[config.mk]
export PLATFORM = sky130hd
export DESIGN_NAME = fwd_scoreboard
export DESIGN_NICKNAME = d
export VERILOG_FILES = /design/src/rtl/fwd_scoreboard.sv
export SDC_FILE = /design/constraint.sdc
export NUM_CORES = 1
export LEC_CHECK = 0
export ABC_AREA = 1
export BUFFER_PORTS_ARGS = -buffer_cell sky130_fd_sc_hd__buf_4
export CAP_MARGIN = 30
export CORE_MARGIN = 2
export CORE_UTILIZATION = 45
export CTS_CLUSTER_DIAMETER = 120
export DETAILED_ROUTE_END_ITERATION = 6
export GPL_TIMING_DRIVEN = 0
export PLACE_DENSITY = 0.69
export RECOVER_POWER = 50
export SETUP_SLACK_MARGIN = 0.5
export SYNTH_ARGS = -nofsm -noshare
export SYNTH_HDL_FRONTEND = slang
export SYNTH_SLANG_ARGS = --single-unit
[constraint.sdc]
create_clock -name clk -period 3.6 [get_ports clk]
set_clock_uncertainty 0.05 [all_clocks]
set_input_delay 0.72 -clock clk [delete_from_list [all_inputs] [get_ports clk]]
set_output_delay 0.72 -clock clk [all_outputs]
set_load 0.02 [all_outputs]
[src/rtl/fwd_scoreboard.sv]
// Forwarding and load-use hazard unit. A DEPTH-entry shift register tracks in-flight
// register writers; each rf_read source picks the youngest producer, or stalls if it is not ready.
module fwd_scoreboard #(
   parameter int DATA_W  = 16,
   parameter int REG_AW  = 3,
   parameter int DEPTH   = 3,
   parameter int NUM_SRC = 2,
   parameter int LD_LAT  = 1
) (
   input  logic                      clk,
   input  logic                      rst,
   input  logic                      i_issue_valid,
   input  logic [NUM_SRC-1:0]        i_src_en,
   input  logic [NUM_SRC*REG_AW-1:0] i_src_reg,
   input  logic                      i_wr_en,
   input  logic [REG_AW-1:0]         i_wr_reg,
   input  logic                      i_is_ld,
   input  logic                      i_flush,
   input  logic [DATA_W-1:0]         i_ex_data,
   input  logic [DATA_W-1:0]         i_ld_data,
   output logic [NUM_SRC-1:0]        o_fwd_hit,
   output logic [NUM_SRC*DATA_W-1:0] o_fwd_data,
   output logic                      o_stall,
   output logic [15:0]               o_stall_cnt,
   output logic                      o_busy
);

   logic [DEPTH-1:0]  vld_q, wr_q, ld_q, rdy_q;
   logic [DEPTH-1:0]  vld_d, wr_d, ld_d, rdy_d;
   logic [REG_AW-1:0] reg_q  [DEPTH];
   logic [REG_AW-1:0] reg_d  [DEPTH];
   logic [DATA_W-1:0] data_q [DEPTH];
   logic [DATA_W-1:0] data_d [DEPTH];
   logic [15:0]       cnt_q, cnt_d;

   logic [DEPTH-1:0]   eff_rdy;
   logic [DATA_W-1:0]  eff_data [DEPTH];
   logic [NUM_SRC-1:0] win_any, win_rdy, stall_req;
   logic [DATA_W-1:0]  win_data [NUM_SRC];
   logic               take;

   // Entry 0 sees the live ALU result; a load at LD_LAT sees the live memory data.
   always_comb begin : effective
      for (int e = 0; e < DEPTH; e++) begin
         eff_rdy[e]  = rdy_q[e];
         eff_data[e] = data_q[e];
         if (e == 0) begin
            eff_rdy[e]  = ~ld_q[e];
            eff_data[e] = i_ex_data;
         end else if (e == LD_LAT && ld_q[e]) begin
            eff_rdy[e]  = 1'b1;
            eff_data[e] = i_ld_data;
         end
      end
   end

   // Scan oldest to youngest so the youngest match overwrites the older ones.
   always_comb begin : match
      win_any = '0;
      win_rdy = '0;
      for (int k = 0; k < NUM_SRC; k++) begin
         win_data[k] = '0;
      end
      for (int k = 0; k < NUM_SRC; k++) begin
         for (int e = DEPTH-1; e >= 0; e--) begin
            if (i_issue_valid && i_src_en[k] && vld_q[e] && wr_q[e] &&
                reg_q[e] == i_src_reg[k*REG_AW +: REG_AW]) begin
               win_any[k]  = 1'b1;
               win_rdy[k]  = eff_rdy[e];
               win_data[k] = eff_data[e];
            end
         end
      end
   end

   always_comb begin : fwd_out
      o_fwd_hit  = '0;
      o_fwd_data = '0;
      stall_req  = '0;
      for (int k = 0; k < NUM_SRC; k++) begin
         o_fwd_hit[k] = win_any[k] & win_rdy[k];
         stall_req[k] = win_any[k] & ~win_rdy[k];
         if (win_any[k] && win_rdy[k]) begin
            o_fwd_data[k*DATA_W +: DATA_W] = win_data[k];
         end
      end
   end

   // A flushed rf_read instruction is dead, so it can never hold the pipe.
   assign o_stall     = (|stall_req) & ~i_flush;
   assign o_busy      = |vld_q;
   assign o_stall_cnt = cnt_q;
   assign take        = i_issue_valid & i_wr_en & ~o_stall & ~i_flush;

   always_comb begin : next_state
      vld_d     = '0;
      wr_d      = '0;
      ld_d      = '0;
      rdy_d     = '0;
      for (int e = 0; e < DEPTH; e++) begin
         reg_d[e]  = '0;
         data_d[e] = '0;
      end
      vld_d[0] = take;
      wr_d[0]  = take;
      ld_d[0]  = take & i_is_ld;
      rdy_d[0] = take & ~i_is_ld;
      reg_d[0] = take ? i_wr_reg : '0;
      // Shifting the effective view captures ALU and load data on the way through.
      for (int e = 1; e < DEPTH; e++) begin
         vld_d[e]  = vld_q[e-1];
         wr_d[e]   = wr_q[e-1];
         ld_d[e]   = ld_q[e-1];
         rdy_d[e]  = eff_rdy[e-1];
         reg_d[e]  = reg_q[e-1];
         data_d[e] = eff_data[e-1];
      end
      cnt_d = cnt_q;
      if (o_stall && cnt_q != 16'hFFFF) begin
         cnt_d = cnt_q + 16'd1;
      end
   end

   always_ff @(posedge clk or negedge rst) begin
      if (!rst) begin
         vld_q <= '0;
         wr_q  <= '0;
         ld_q  <= '0;
         rdy_q <= '0;
         cnt_q <= '0;
         for (int e = 0; e < DEPTH; e++) begin
            reg_q[e]  <= '0;
            data_q[e] <= '0;
         end
      end else begin
         vld_q <= vld_d;
         wr_q  <= wr_d;
         ld_q  <= ld_d;
         rdy_q <= rdy_d;
         cnt_q <= cnt_d;
         for (int e = 0; e < DEPTH; e++) begin
            reg_q[e]  <= reg_d[e];
            data_q[e] <= data_d[e];
         end
      end
   end

endmodule
### Word-level counts from Yosys, hierarchy flattened

Index checks and enable logic that the tools add are counted.

| storage, ports and cells | value |
|---|---|
| input port bits | 49 |
| output and inout port bits | 52 |
| flip-flop bits (word level) | 68 |

| cells by class | value |
|---|---|
| reduce and logical (&&, ||, !) cells | 25 |
| multiplexer cells | 23 |
| equality and inequality tests | 7 |
| bitwise gates (word level) | 16 |
| add/sub/neg operators | 1 |

Operators by type and width:

| kind | number |
|---|---|
| 2-to-1 mux 16 bit | 9 |
| logical AND 1 bit | 23 |
| equality test 3 bit | 6 |
| adder 16 x 1 -> 16 bit, second input constant | 1 |
| != test 16 bit, second input constant | 1 |
| 2-to-1 mux 1 bit | 13 |
| bitwise AND 1 bit | 10 |
| inverter 1 bit | 6 |
| 2-to-1 mux 3 bit | 1 |
| OR reduction 3 bit | 1 |
| OR reduction 2 bit | 1 |

### Depth between registers and ports, before layout

| depth | value |
|---|---|
| word-level depth | 15 |
| mapped depth | 14 |

### Worst setup path before layout

Ideal clock, no wire load.

| path | value |
|---|---|
| path kind | input -> output |
| start | input port i_issue_valid |
| end | output port o_fwd_data[11] |
| stages | 11 |
| path buffers | 1 |
| data required time | 2.830 ns |
| setup slack | 0.756 ns |
| arrival time | 2.074 ns |
| cell sequence | nand2_1 -> clkinv_1 -> nand2_1 -> nor2_2 -> nand3_1 -> nand2_1 -> nand2_2 -> nand2_2 -> buf_4 -> o21ai_0 -> a31oi_1 |

| on the way | value |
|---|---|
| longest elaborated chain between the ends | 9 |
| elaborated cells between the ends (all ways) | 21 |

RTL lines:

| what | line | text |
|---|---|---|
| from (decl) | 12 | `input logic i_issue_valid,` |
| logical AND 1 bit (*) | 66 | `if (i_issue_valid && i_src_en[k] && vld_q[e] && wr_q[e] &&` |
| logical AND 1 bit (3 in a row) | 66 |  |
| 2-to-1 mux 1 bit (3 in a row) | 66 |  |
| logical AND 1 bit | 83 | `if (win_any[k] && win_rdy[k]) begin` |
| 2-to-1 mux 16 bit (*) | 83 |  |
| to (decl) | 22 | `output logic [NUM_SRC*DATA_W-1:0] o_fwd_data,` |

Every way passes the cells marked *; elsewhere a longest branch is shown, timed or not.

### Worst setup path in the final report

| path | value |
|---|---|
| start | register ld_q[1] |
| end | output port o_fwd_data[29] |

| on the way | value |
|---|---|
| longest elaborated chain between the ends | 5 |
| elaborated cells between the ends (all ways) | 8 |

RTL lines:

| what | line | text |
|---|---|---|
| from (decl) | 28 | `logic [DEPTH-1:0] vld_q, wr_q, ld_q, rdy_q;` |
| from (signal assigned) | 138 | `ld_q <= ld_d;` |
| 2-to-1 mux 1 bit | 50 | `end else if (e == LD_LAT && ld_q[e]) begin` |
| 2-to-1 mux 1 bit (2 in a row) | 66 |  |
| logical AND 1 bit | 83 |  |
| 2-to-1 mux 16 bit (*) | 83 |  |

Marks and branches as above.

==> metrics.yaml <==
io_buffers: 100
drv_cap: 1
max_freq_mhz: 321
r2r_slack_ns: 1.41
die_w_um: 94.8
die_height_um: 94.8
yosysSeqAreaShare_pct: 43.1
syn_inst: 492
crit_path_max_fanout: 10
layout_commonest_cell: "nand2_1"
crit_top_cell: "nand2_1"
layout-area-overhead-vs-synth_pct: 31.2
hold_violations: 0
syn_area_per_cell_sq_um: 7.55
dp_hpwl_um: 7610
startpoint_type: "register"
gp_congestion: 0.923
core_area_sq_um: 8090
drtAntennaViolNets: 0
vias_per_cell: 5.44
ff2ff_path_depth: 9
final_core_util_pct: 60.2
drt-initial-drc-count: 272
htreeDepth: 3
numCtsBuffers: 9
worstPathRequired_ns: 2.83
rows: 33
worst_ep_arrival_time_ns: 2.35
netlist_area_sq_um: 3710
crit_buf_inv: 4
worstSkewPairLatency_ns: 0.35
holdBufCountCts: 0
cp_top_family: "buffers and inverters"
tns_ns: 0
vdd_drop_max_mv: 0.226
setup_ws_ns: 0.481
slew-limit-headroom_pct: -8.48
critPathKind: "reg -> out"
cp_slowest_cell: "clkbuf_1"
grt_pass1_vias: 3754
startpoint: "ld_q[1]"
pre_cts_ws_ns: 0.315
holdPathEnd: "ld_q[1]"
hold_ws_ns: 0.322
timing.rr.start: "o_stall_cnt[0]"
critPathCaptureType: "output pin"
grt_overflow: 0
power.leakage_uw: 0.00231
cts_buffer_depth: 2
n_antenna_cell: 0
cp_cell_sequence: "clkbuf_1 > nor2_1 > nand3_1 > nand2_1 > inv_1 > nand2_1 > nand2_4 > buf_6 > o21ai_1 > a31oi_1 > buf_4"
track_usage_pct: 25.2
ys_warn_count: 0
wl_per_cell_um: 15.4
tightest_slew_ns: 1.63
violations: "capacitance limit, slew limit"
initial_core_util_pct: 45.9
ys_types: 27
status: "finished with violations"
r2r-end: "o_stall_cnt[12]"
fin_crit_sh_pct: 86.6
seqCellArea_sq_um: 1600
clk_pin_slew_ns: 0.07
max_stage_delay_ns: 0.39
ys_seq_elements: 64
grt_pass1_wl_um: 17600
ios: 101
wl_um: 11200
cts_tree: "yes"
holdCritPathClass: "reg -> reg"
power.density_nw_per_um2: 307
drc_errors: 0
cts.sinks: 64
vias: 3947
whs_path_depth: 0
drive_gt1_share_pct: 26.6
cts-root-buf: "clkbuf_8"
min_period_ns: 3.12
antenna_found_initial: 0
drv_slew: 65
final_cell_mix: "143 x nand2_1, 95 x buf_4, 64 x dfrtp_1, 48 x nand3_1, 34 x nand4_1"
multi_input_area_sq_um: 1910
synth_fp_nets: 542
nets: 666
setup_violations: 0
dieArea_sq_um: 8990
grt_max_degree: 65
rsz0062_at_grt: "false"
dr.pass1.iters: 7
min-delay-start: "ld_q[0]"
filler_cell_count: 766
[layout make-up]
class                      count  area share (%)
timing repair buffer         113            16.2
multi-input combinational    366            39.1
buffer                        23            2.65
inverter                      39            3.08
sequential                    64            32.9
clock buffer                  10            2.62
tap                          105            2.70
clock inverter                 6           0.745
[state kept, by name, indices dropped and copies added, names as in the netlist]
register / flops
data_q: 32
ld_q: 2
o_stall_cnt: 16
rdy_q: 2
reg_d: 6
reg_q: 3
vld_q: 1
wr_q: 2
[repair_timing]
action                     CTS  global route
buffers inserted             4             8
gates resized for setup      9            29
gates cloned                 0             1
pin swaps                    3             3
setup endpoints to repair   20            22
[layer usage]
metal	vias to the layer above	track usage [%]	part of all wire [%]
met4	0	11.1	1.7
met2	219	39.8	47
met3	25	5.75	9.2
li1	1901	-	-
met1	1802	33.1	43
met5	-	0	0
[cell families after synthesis]
kind of cell             share of synthesized area (%)
flip-flops                                        43.1
adder cells (fa/ha/maj)                          0.337
buffers and inverters                             6.71
AND/OR/NAND/NOR                                   35.2
AO/OA/AOI/OAI                                     9.71
XOR/XNOR                                          4.95
[where the power goes]
part,switching (uW),total (uW),internal [uW]
clock network,288,534,246
registers,22.9,775,752
logic,115,186,70.7
total,426,1490,1070
[synthesized netlist by cell type]
library cell    n  area, sq um
o21ai_0        23          115
nand3_2         1         10.0
nand4_2         1         12.5
o21ai_1         9         45.0
inv_1          31          116
clkinv_1        3         11.3
buf_2           4         20.0
dfrtp_1        64         1600
nand3_4         1         17.5
clkbuf_1       17         63.8
ha_1            1         12.5
nand2_1       147          552
nand2_4         1         11.3
a31oi_1        32          200
nor2_2          4         25.0
nand3_1        48          240
nor2_4          2         22.5
nor3_1          4         20.0
buf_6           1         11.3
nand2_2        16          100
nor2_1         20         75.1
nand4_1        34          213
xnor2_1         7         61.3
xor2_1         14          123
buf_4           1         7.51
or3_1           1         6.26
inv_2           5         18.8
[worst max-delay path by stage]
stage	to	slack [ns]	cells after the start
global placement	o_fwd_data[14]	0.38	13
finish	o_fwd_data[29]	0.48	11
global route	o_fwd_data[28]	0.32	11
detailed placement	o_fwd_data[14]	0.32	13
CTS	o_fwd_data[14]	0.48	15
floorplan	o_fwd_data[11]	0.76	11
[stage by stage]
| stage | instance area [sq um] | cells | power, uW |
|---|---|---|---|
| after floorplan | 3710 | 492 | 866 |
| after global placement | 4590 | 697 | 964 |
| after detailed placement | 4590 | 697 | 970 |
| after CTS | 4810 | 717 | 1510 |
| after global routing | 4870 | 726 | 1570 |
| final | 4870 | 726 | 1490 |
Note: power is estimated with default switching activity, not from simulation.
